## src/rtl/eth_tx_sched_pkg.sv

```systemverilog
// Shared types and constants for the RGMII transmit frame scheduler.
// The state set depends on ETH_TX_FCS_EN (FCS state present only when defined).
package eth_tx_sched_pkg;

    typedef enum logic [2:0] {
        S_IDLE,
        S_PRE,
        S_SFD,
        S_DATA,
        S_PAD,
`ifdef ETH_TX_FCS_EN
        S_FCS,
`endif
        S_IFG
    } tx_state_e;

    localparam logic [7:0]  PREAMBLE_BYTE = 8'h55;
    localparam logic [7:0]  SFD_BYTE      = 8'hD5;
    localparam logic [7:0]  PAD_BYTE      = 8'h00;
    localparam logic [31:0] CRC_POLY      = 32'hEDB88320;
    localparam logic [31:0] CRC_INIT      = 32'hFFFFFFFF;
    localparam int unsigned FCS_BYTES     = 4;

    // Reflected CRC-32 advanced by one byte, LSB first.
    function automatic logic [31:0] crc32_byte(input logic [31:0] crc, input logic [7:0] data);
        logic [31:0] c;
        c = crc ^ {24'h0, data};
        for (int i = 0; i < 8; i++) begin
            c = c[0] ? ((c >> 1) ^ CRC_POLY) : (c >> 1);
        end
        return c;
    endfunction

endpackage

```

## src/rtl/crc32_d8.sv

```systemverilog
// Byte-wide IEEE 802.3 CRC-32 accumulator; clr reloads the initial value.
module crc32_d8
    import eth_tx_sched_pkg::*;
(
    input  logic        clk,
    input  logic        clr,
    input  logic        en,
    input  logic [7:0]  data,
    output logic [31:0] crc
);

    always_ff @(posedge clk) begin
        if (clr) begin
            crc <= CRC_INIT;
        end else if (en) begin
            crc <= crc32_byte(crc, data);
        end
    end

endmodule

```

## src/rtl/eth_tx_sched.sv

```systemverilog
// Two-requester round-robin transmit frame scheduler feeding the RGMII serializer.
// Define ETH_TX_FCS_EN to append a generated CRC-32 FCS after payload and padding.
module eth_tx_sched
    import eth_tx_sched_pkg::*;
#(
    parameter int unsigned LEN_W          = 11,
    parameter int unsigned PREAMBLE_BYTES = 7,
    parameter int unsigned MIN_PAYLOAD    = 60,
    parameter int unsigned MAX_PAYLOAD    = 1500,
    parameter int unsigned IFG_BYTES      = 12
) (
    input  logic             CLK125,
    input  logic             RST,
    input  logic [1:0]       REQ,
    input  logic [LEN_W-1:0] LEN0,
    input  logic [LEN_W-1:0] LEN1,
    input  logic [7:0]       DATA0,
    input  logic [7:0]       DATA1,
    output logic [1:0]       GNT,
    output logic [1:0]       RD,
    output logic [7:0]       TXD,
    output logic             TXEN,
    output logic             BUSY,
    output logic             FRAME_DONE
);

    localparam int unsigned CNT_MAX = (PREAMBLE_BYTES > IFG_BYTES) ? PREAMBLE_BYTES : IFG_BYTES;
    localparam int unsigned CNT_W   = $clog2(((CNT_MAX > FCS_BYTES) ? CNT_MAX : FCS_BYTES) + 1);

    tx_state_e        state_q, state_d;
    logic [CNT_W-1:0] cnt_q, cnt_d;
    logic [LEN_W-1:0] len_q, len_d;
    logic [LEN_W-1:0] rem_q, rem_d;
    logic [LEN_W-1:0] pos_q, pos_d;
    logic             sel_q, sel_d;
    logic             rr_q, rr_d;
    logic [7:0]       txd_d;
    logic             txen_d, busy_d, done_d;
    logic [1:0]       gnt_d, rd_d;
    logic             win_c, tail_c, to_ifg_c;
    logic [LEN_W-1:0] req_len_c;
    logic [7:0]       data_c;
    logic [1:0]       rd_sel_c;

`ifdef ETH_TX_FCS_EN
    logic [31:0] crc_q;
    logic [31:0] fcs_c;
    logic        crc_en_c;

    // Every cycle that loads a new payload/pad byte into TXD also folds it into the CRC.
    assign crc_en_c = (state_d == S_DATA) || (state_d == S_PAD);
    assign fcs_c    = ~crc_q;

    crc32_d8 u_crc (
        .clk  (CLK125),
        .clr  (state_q == S_IDLE),
        .en   (crc_en_c),
        .data (txd_d),
        .crc  (crc_q)
    );
`endif

    // Next state and next registered outputs.
    always_comb begin
        state_d   = state_q;
        cnt_d     = cnt_q;
        len_d     = len_q;
        rem_d     = rem_q;
        pos_d     = pos_q;
        sel_d     = sel_q;
        rr_d      = rr_q;
        txd_d     = PAD_BYTE;
        txen_d    = 1'b0;
        gnt_d     = 2'b00;
        rd_d      = 2'b00;
        done_d    = 1'b0;
        tail_c    = 1'b0;
        to_ifg_c  = 1'b0;
        win_c     = rr_q ? REQ[1] : ~REQ[0];
        req_len_c = win_c ? LEN1 : LEN0;
        data_c    = sel_q ? DATA1 : DATA0;
        rd_sel_c  = sel_q ? 2'b10 : 2'b01;

        case (state_q)
            S_IDLE: begin
                if (|REQ) begin
                    sel_d   = win_c;
                    rr_d    = ~win_c;
                    gnt_d   = win_c ? 2'b10 : 2'b01;
                    len_d   = (req_len_c > LEN_W'(MAX_PAYLOAD)) ? LEN_W'(MAX_PAYLOAD) : req_len_c;
                    pos_d   = '0;
                    cnt_d   = CNT_W'(1);
                    txd_d   = PREAMBLE_BYTE;
                    txen_d  = 1'b1;
                    state_d = S_PRE;
                end
            end
            S_PRE: begin
                txen_d = 1'b1;
                if (cnt_q == CNT_W'(PREAMBLE_BYTES)) begin
                    txd_d   = SFD_BYTE;
                    state_d = S_SFD;
                    rem_d   = '0;
                    if (len_q != '0) begin
                        rd_d  = rd_sel_c;
                        rem_d = len_q - LEN_W'(1);
                    end
                end else begin
                    txd_d = PREAMBLE_BYTE;
                    cnt_d = cnt_q + CNT_W'(1);
                end
            end
            S_SFD: begin
                txen_d = 1'b1;
                pos_d  = LEN_W'(1);
                if (len_q != '0) begin
                    txd_d   = data_c;
                    state_d = S_DATA;
                    if (rem_q != '0) begin
                        rd_d  = rd_sel_c;
                        rem_d = rem_q - LEN_W'(1);
                    end
                end else begin
                    state_d = S_PAD;
                end
            end
            S_DATA: begin
                if (pos_q != len_q) begin
                    txen_d = 1'b1;
                    txd_d  = data_c;
                    pos_d  = pos_q + LEN_W'(1);
                    if (rem_q != '0) begin
                        rd_d  = rd_sel_c;
                        rem_d = rem_q - LEN_W'(1);
                    end
                end else if (pos_q < LEN_W'(MIN_PAYLOAD)) begin
                    txen_d  = 1'b1;
                    pos_d   = pos_q + LEN_W'(1);
                    state_d = S_PAD;
                end else begin
                    tail_c = 1'b1;
                end
            end
            S_PAD: begin
                if (pos_q < LEN_W'(MIN_PAYLOAD)) begin
                    txen_d = 1'b1;
                    pos_d  = pos_q + LEN_W'(1);
                end else begin
                    tail_c = 1'b1;
                end
            end
`ifdef ETH_TX_FCS_EN
            S_FCS: begin
                if (cnt_q == CNT_W'(FCS_BYTES)) begin
                    to_ifg_c = 1'b1;
                end else begin
                    txen_d = 1'b1;
                    txd_d  = 8'(fcs_c >> {cnt_q[1:0], 3'b000});
                    cnt_d  = cnt_q + CNT_W'(1);
                end
            end
`endif
            S_IFG: begin
                if (cnt_q == CNT_W'(IFG_BYTES)) begin
                    state_d = S_IDLE;
                end else begin
                    cnt_d  = cnt_q + CNT_W'(1);
                    done_d = ((cnt_q + CNT_W'(1)) == CNT_W'(IFG_BYTES));
                end
            end
            default: state_d = S_IDLE;
        endcase

        // Payload and padding finished: FCS bytes (if built in) then the gap.
        if (tail_c) begin
`ifdef ETH_TX_FCS_EN
            txen_d  = 1'b1;
            txd_d   = fcs_c[7:0];
            cnt_d   = CNT_W'(1);
            state_d = S_FCS;
`else
            to_ifg_c = 1'b1;
`endif
        end
        if (to_ifg_c) begin
            cnt_d   = CNT_W'(1);
            done_d  = (IFG_BYTES == 1);
            state_d = S_IFG;
        end
        busy_d = (state_d != S_IDLE);
    end

    always_ff @(posedge CLK125) begin
        if (RST) begin
            state_q    <= S_IDLE;
            cnt_q      <= '0;
            len_q      <= '0;
            rem_q      <= '0;
            pos_q      <= '0;
            sel_q      <= 1'b0;
            rr_q       <= 1'b0;
            TXD        <= 8'h00;
            TXEN       <= 1'b0;
            GNT        <= 2'b00;
            RD         <= 2'b00;
            BUSY       <= 1'b0;
            FRAME_DONE <= 1'b0;
        end else begin
            state_q    <= state_d;
            cnt_q      <= cnt_d;
            len_q      <= len_d;
            rem_q      <= rem_d;
            pos_q      <= pos_d;
            sel_q      <= sel_d;
            rr_q       <= rr_d;
            TXD        <= txd_d;
            TXEN       <= txen_d;
            GNT        <= gnt_d;
            RD         <= rd_d;
            BUSY       <= busy_d;
            FRAME_DONE <= done_d;
        end
    end

endmodule

```

## config.mk

```make
export PLATFORM = sky130hd
export DESIGN_NAME = eth_tx_sched
export DESIGN_NICKNAME = d
export VERILOG_FILES = /design/src/rtl/eth_tx_sched_pkg.sv /design/src/rtl/crc32_d8.sv /design/src/rtl/eth_tx_sched.sv
export SDC_FILE = /design/constraint.sdc
export NUM_CORES = 1
export LEC_CHECK = 0
export BUFFER_PORTS_ARGS = -buffer_cell sky130_fd_sc_hd__buf_2
export CORE_UTILIZATION = 58
export CTS_BUF_LIST = sky130_fd_sc_hd__clkbuf_4 sky130_fd_sc_hd__clkbuf_8
export CTS_CLUSTER_SIZE = 24
export DETAILED_ROUTE_END_ITERATION = 6
export PLACE_DENSITY = 0.84
export SLEW_MARGIN = 5
export SYNTH_ARGS = -nofsm -noshare
export SYNTH_HDL_FRONTEND = slang
export SYNTH_SLANG_ARGS = --single-unit
```

## constraint.sdc

```tcl
create_clock -name CLK125 -period 3 [get_ports CLK125]
set_clock_uncertainty 0.2 [all_clocks]
set_input_delay 0.15 -clock CLK125 [delete_from_list [all_inputs] [get_ports CLK125]]
set_output_delay 0.15 -clock CLK125 [all_outputs]
set_load 0.01 [all_outputs]
```

==> impl_metrics.yaml <==
yosys:
  netlist_area_sq_um: 3390
  synth_top_area_share_pct: 33.7
  synthCells: 432
  synth_nets: 479
  synth.yosys.seq_area_share_pct: 33.7
  syn-mean-instance-area_sq_um: 7.84
  synthMuxAreaShare_pct: 3.91
  synth_edf_count: 0
  ys_warn_count: 0
  synthTopCellsByArea: "dfxtp_1 (34%), nor2_1 (5.5%), nand2_1 (5.0%)"
  synth_top_family_by_area: "simple AND/OR/NAND/NOR gates"
  ys_ff_latch: 57
  ys_types: 65
  yosys.area_share.adder_pct: 1.85
  synth-async-reset-ratio_pct: 0
  synth_compound_area_share_pct: 22.6
  synth_xor_area_share_pct: 4.91
  synth_top_area_cell: "dfxtp_1"
  ys.flop_type: "dfxtp_1"
  synthSimpleGateAreaFrac_pct: 28.4
sta:
  period_share_pct: 93.1
  rsz0062_at_grt: "no"
  whs_ns: -0.00624
  fmax_ghz: 0.358
  finalHoldViolations: 1
  fin_ws_ns: 0.207
  tightest_slew_ns: 0.677
  min_period_ns: 2.79
  tns_ns: 0
  maxSlewHeadroom_pct: 54.7
  slew_viol_final: 0
  finalSetupViolCount: 0
power:
  power_density_nw_per_um2: 629
  sw_frac_of_total_pct: 36.9
  p_switching_w: 0.000966
  seqPwrFrac_pct: 36.6
  ir_drop_mv: 0.443
  p_clk_share_pct: 27.8
  internal_power_w: 0.00165
  p_leak_nw: 1.65
  comb_power_share_pct: 35.7
finish:
  fillers: 401
  antenna_cells: 0
  stdcell_count: 586
  syn2layout_area_growth_pct: 23.0
  post-route-util_pct: 74.8
  layout_common_cells: "dfxtp_1 (57), buf_2 (56), nor2_1 (50), nand2_1 (45), dlygate4sd3_1 (29)"
  final_common_cell: "dfxtp_1"
  register_area_sq_um: 1140
  fin_nets: 556
  layout-drive-gt1-share_pct: 18.3
  multi_input_area_sq_um: 2100
worst_setup_path:
  crit_path_start: "state_q[0]"
  crit_fanout: 14
  reg2reg_from: "state_q[0]"
  cp-end-kind: "flip-flop"
  worstSetupPathType: "flip-flop to flip-flop"
  cp.arrival_ns: 2.83
  crit_path_start_kind: "flip-flop"
  r2r-end: "len_q[8]"
  reg2regPathDepth: 6
  cp.required_ns: 3.03
  ff2ff_setup_slack_ns: 0.21
floorplanning:
  io_pins: 57
  die_w_microns: 78.4
  die_h_microns: 78.4
  start_util_pct: 60.8
  fp-row-count: 27
  fp.coreArea_sq_um: 5570
  die-area_sq_um: 6150
global_route:
  antenna_found_initial: 0
  grt_usage_pct: 34.4
  grt_max_degree: 23
  overflow: 0
  grt_pass1_vias: 3538
  grt_pass1_wl_microns: 16400
clock_network:
  clock-sinks: 57
  cts-htree-levels: 3
  cts_buffer_depth: 2
  root_buffer: "clkbuf_8"
  numCtsBuffers: 9
  clk_pin_slew_ns: 0.07
  insertion_delay_ns: 0.34
  cts_tree: "done"
placement:
  gp_congestion: 0.967
  dp_slack_ns: 0.488
  dp_hpwl_microns: 6650
  portBuffers: 56
  dp_cells: 541
status:
  failed_checks: "hold timing"
  status: "finished, violations left"
routing:
  first_pass_iters: 6
  vias: 3656
  wl_microns: 9880
  via_per_inst: 6.24
  drc_errors: 0
  wl_per_cell_microns: 16.9
  ant_nets: 0
  drtIter0Drc: 377
worst_hold_path:
  min_path_type: "input pin to flip-flop"
  hold_end: "TXD[4]"
  min_from: "DATA0[4]"
  holdPathStages: 3
run:
  drv_cap: 0
## cells in the mapped netlist (6+ instances only)
master	instances
nor2b_1	6
inv_1	11
mux2i_1	11
dfxtp_1	57
buf_2	11
xnor2_1	18
nand4_1	6
o21ai_0	19
a21oi_1	24
nor2_1	50
clkbuf_1	9
a31oi_1	13
o22ai_1	7
nor4_1	7
nand2b_1	9
nand2_1	45
nand3_1	22
nor3_1	22
## metrics by stage
stage	hold slack, ns	area, sq um	power, W
finish	-0.00624	4170	0.00262
global route	0.00192	4170	0.00277
CTS	0.00918	4160	0.00259
detailed placement	0.191	3670	0.00180
global placement	0.182	3670	0.00178
floorplan	0.0937	3390	0.00159
## final cells by class
cell class | instances | area share (%)
multi-input cells | 341 | 50.3
flip-flops and latches | 57 | 27.4
repair buffers | 89 | 14.4
clock buffers | 11 | 3.48
well taps | 72 | 2.16
clock inverters | 5 | 1.32
inverters | 11 | 0.990
## routing by layer
layer  track usage (%)  up-vias  part of all wire [%]  routed length (microns)
met5                 0        -                     0                        0
met4              18.1        0                   3.0                      295
met3              5.81       28                   5.8                      573
met2              58.9      186                    49                     4840
met1              40.9     1706                    42                     4170
li1                  -     1736                     -                        -
## what timing repair did
item / in CTS / in global routing
endpoints found under the hold margin: 16 / 0
hold buffers: 29 / 0
endpoints found under the setup margin: 0 / 5
setup buffers: 0 / 0
resized for setup: 0 / 1
## logic make-up (layout without fill, tap and decap cells)
logic type,count (synthesis),count (layout)
AOI/OAI and AO/OA,109,109
and+or+nand+nor,195,195
xor gates and xnor gates,19,19
adders and majority gates,5,5
DFF,57,57
buffers and inverters,34,116
muxes,13,13
## power by group through the flow
stage | combinational (W) | sequential (W) | clock [W]
6_report | 0.000935 | 0.000959 | 0.000727
5_1_grt | 0.00102 | 0.000972 | 0.000777
4_1_cts | 0.000900 | 0.000956 | 0.000733
3_5_place_dp | 0.000832 | 0.000971 | 0
3_3_place_gp | 0.000819 | 0.000965 | 0
2_1_floorplan | 0.000659 | 0.000931 | 0
## critical path, stage by stage (launching register included)
cell           delay [ns]
dfxtp_1              0.44
or2_1                0.34
or3_4                0.48
a211oi_4             0.25
a31o_2               0.25
a31oi_1              0.13
dlygate4sd3_1        0.58
## worst max path at each step
stage | endpoint | slack [ns] | depth (start not counted)
floorplan | rem_q[6] | 0.82 | 9
global placement | rem_q[3] | 0.58 | 7
detailed placement | RD[0] | 0.49 | 8
CTS | len_q[3] | 0.13 | 6
global route | len_q[8] | 0.13 | 6
finish | len_q[8] | 0.21 | 6
## registers in the layout, indices dropped and copies added, names as in the netlist, 2 cells and up
name	count
state_q	3
cnt_q	4
pos_q	11
rem_q	11
GNT	2
len_q	11
TXD	8
RD	2
No activity file was read; power rests on OpenSTA's default activity.
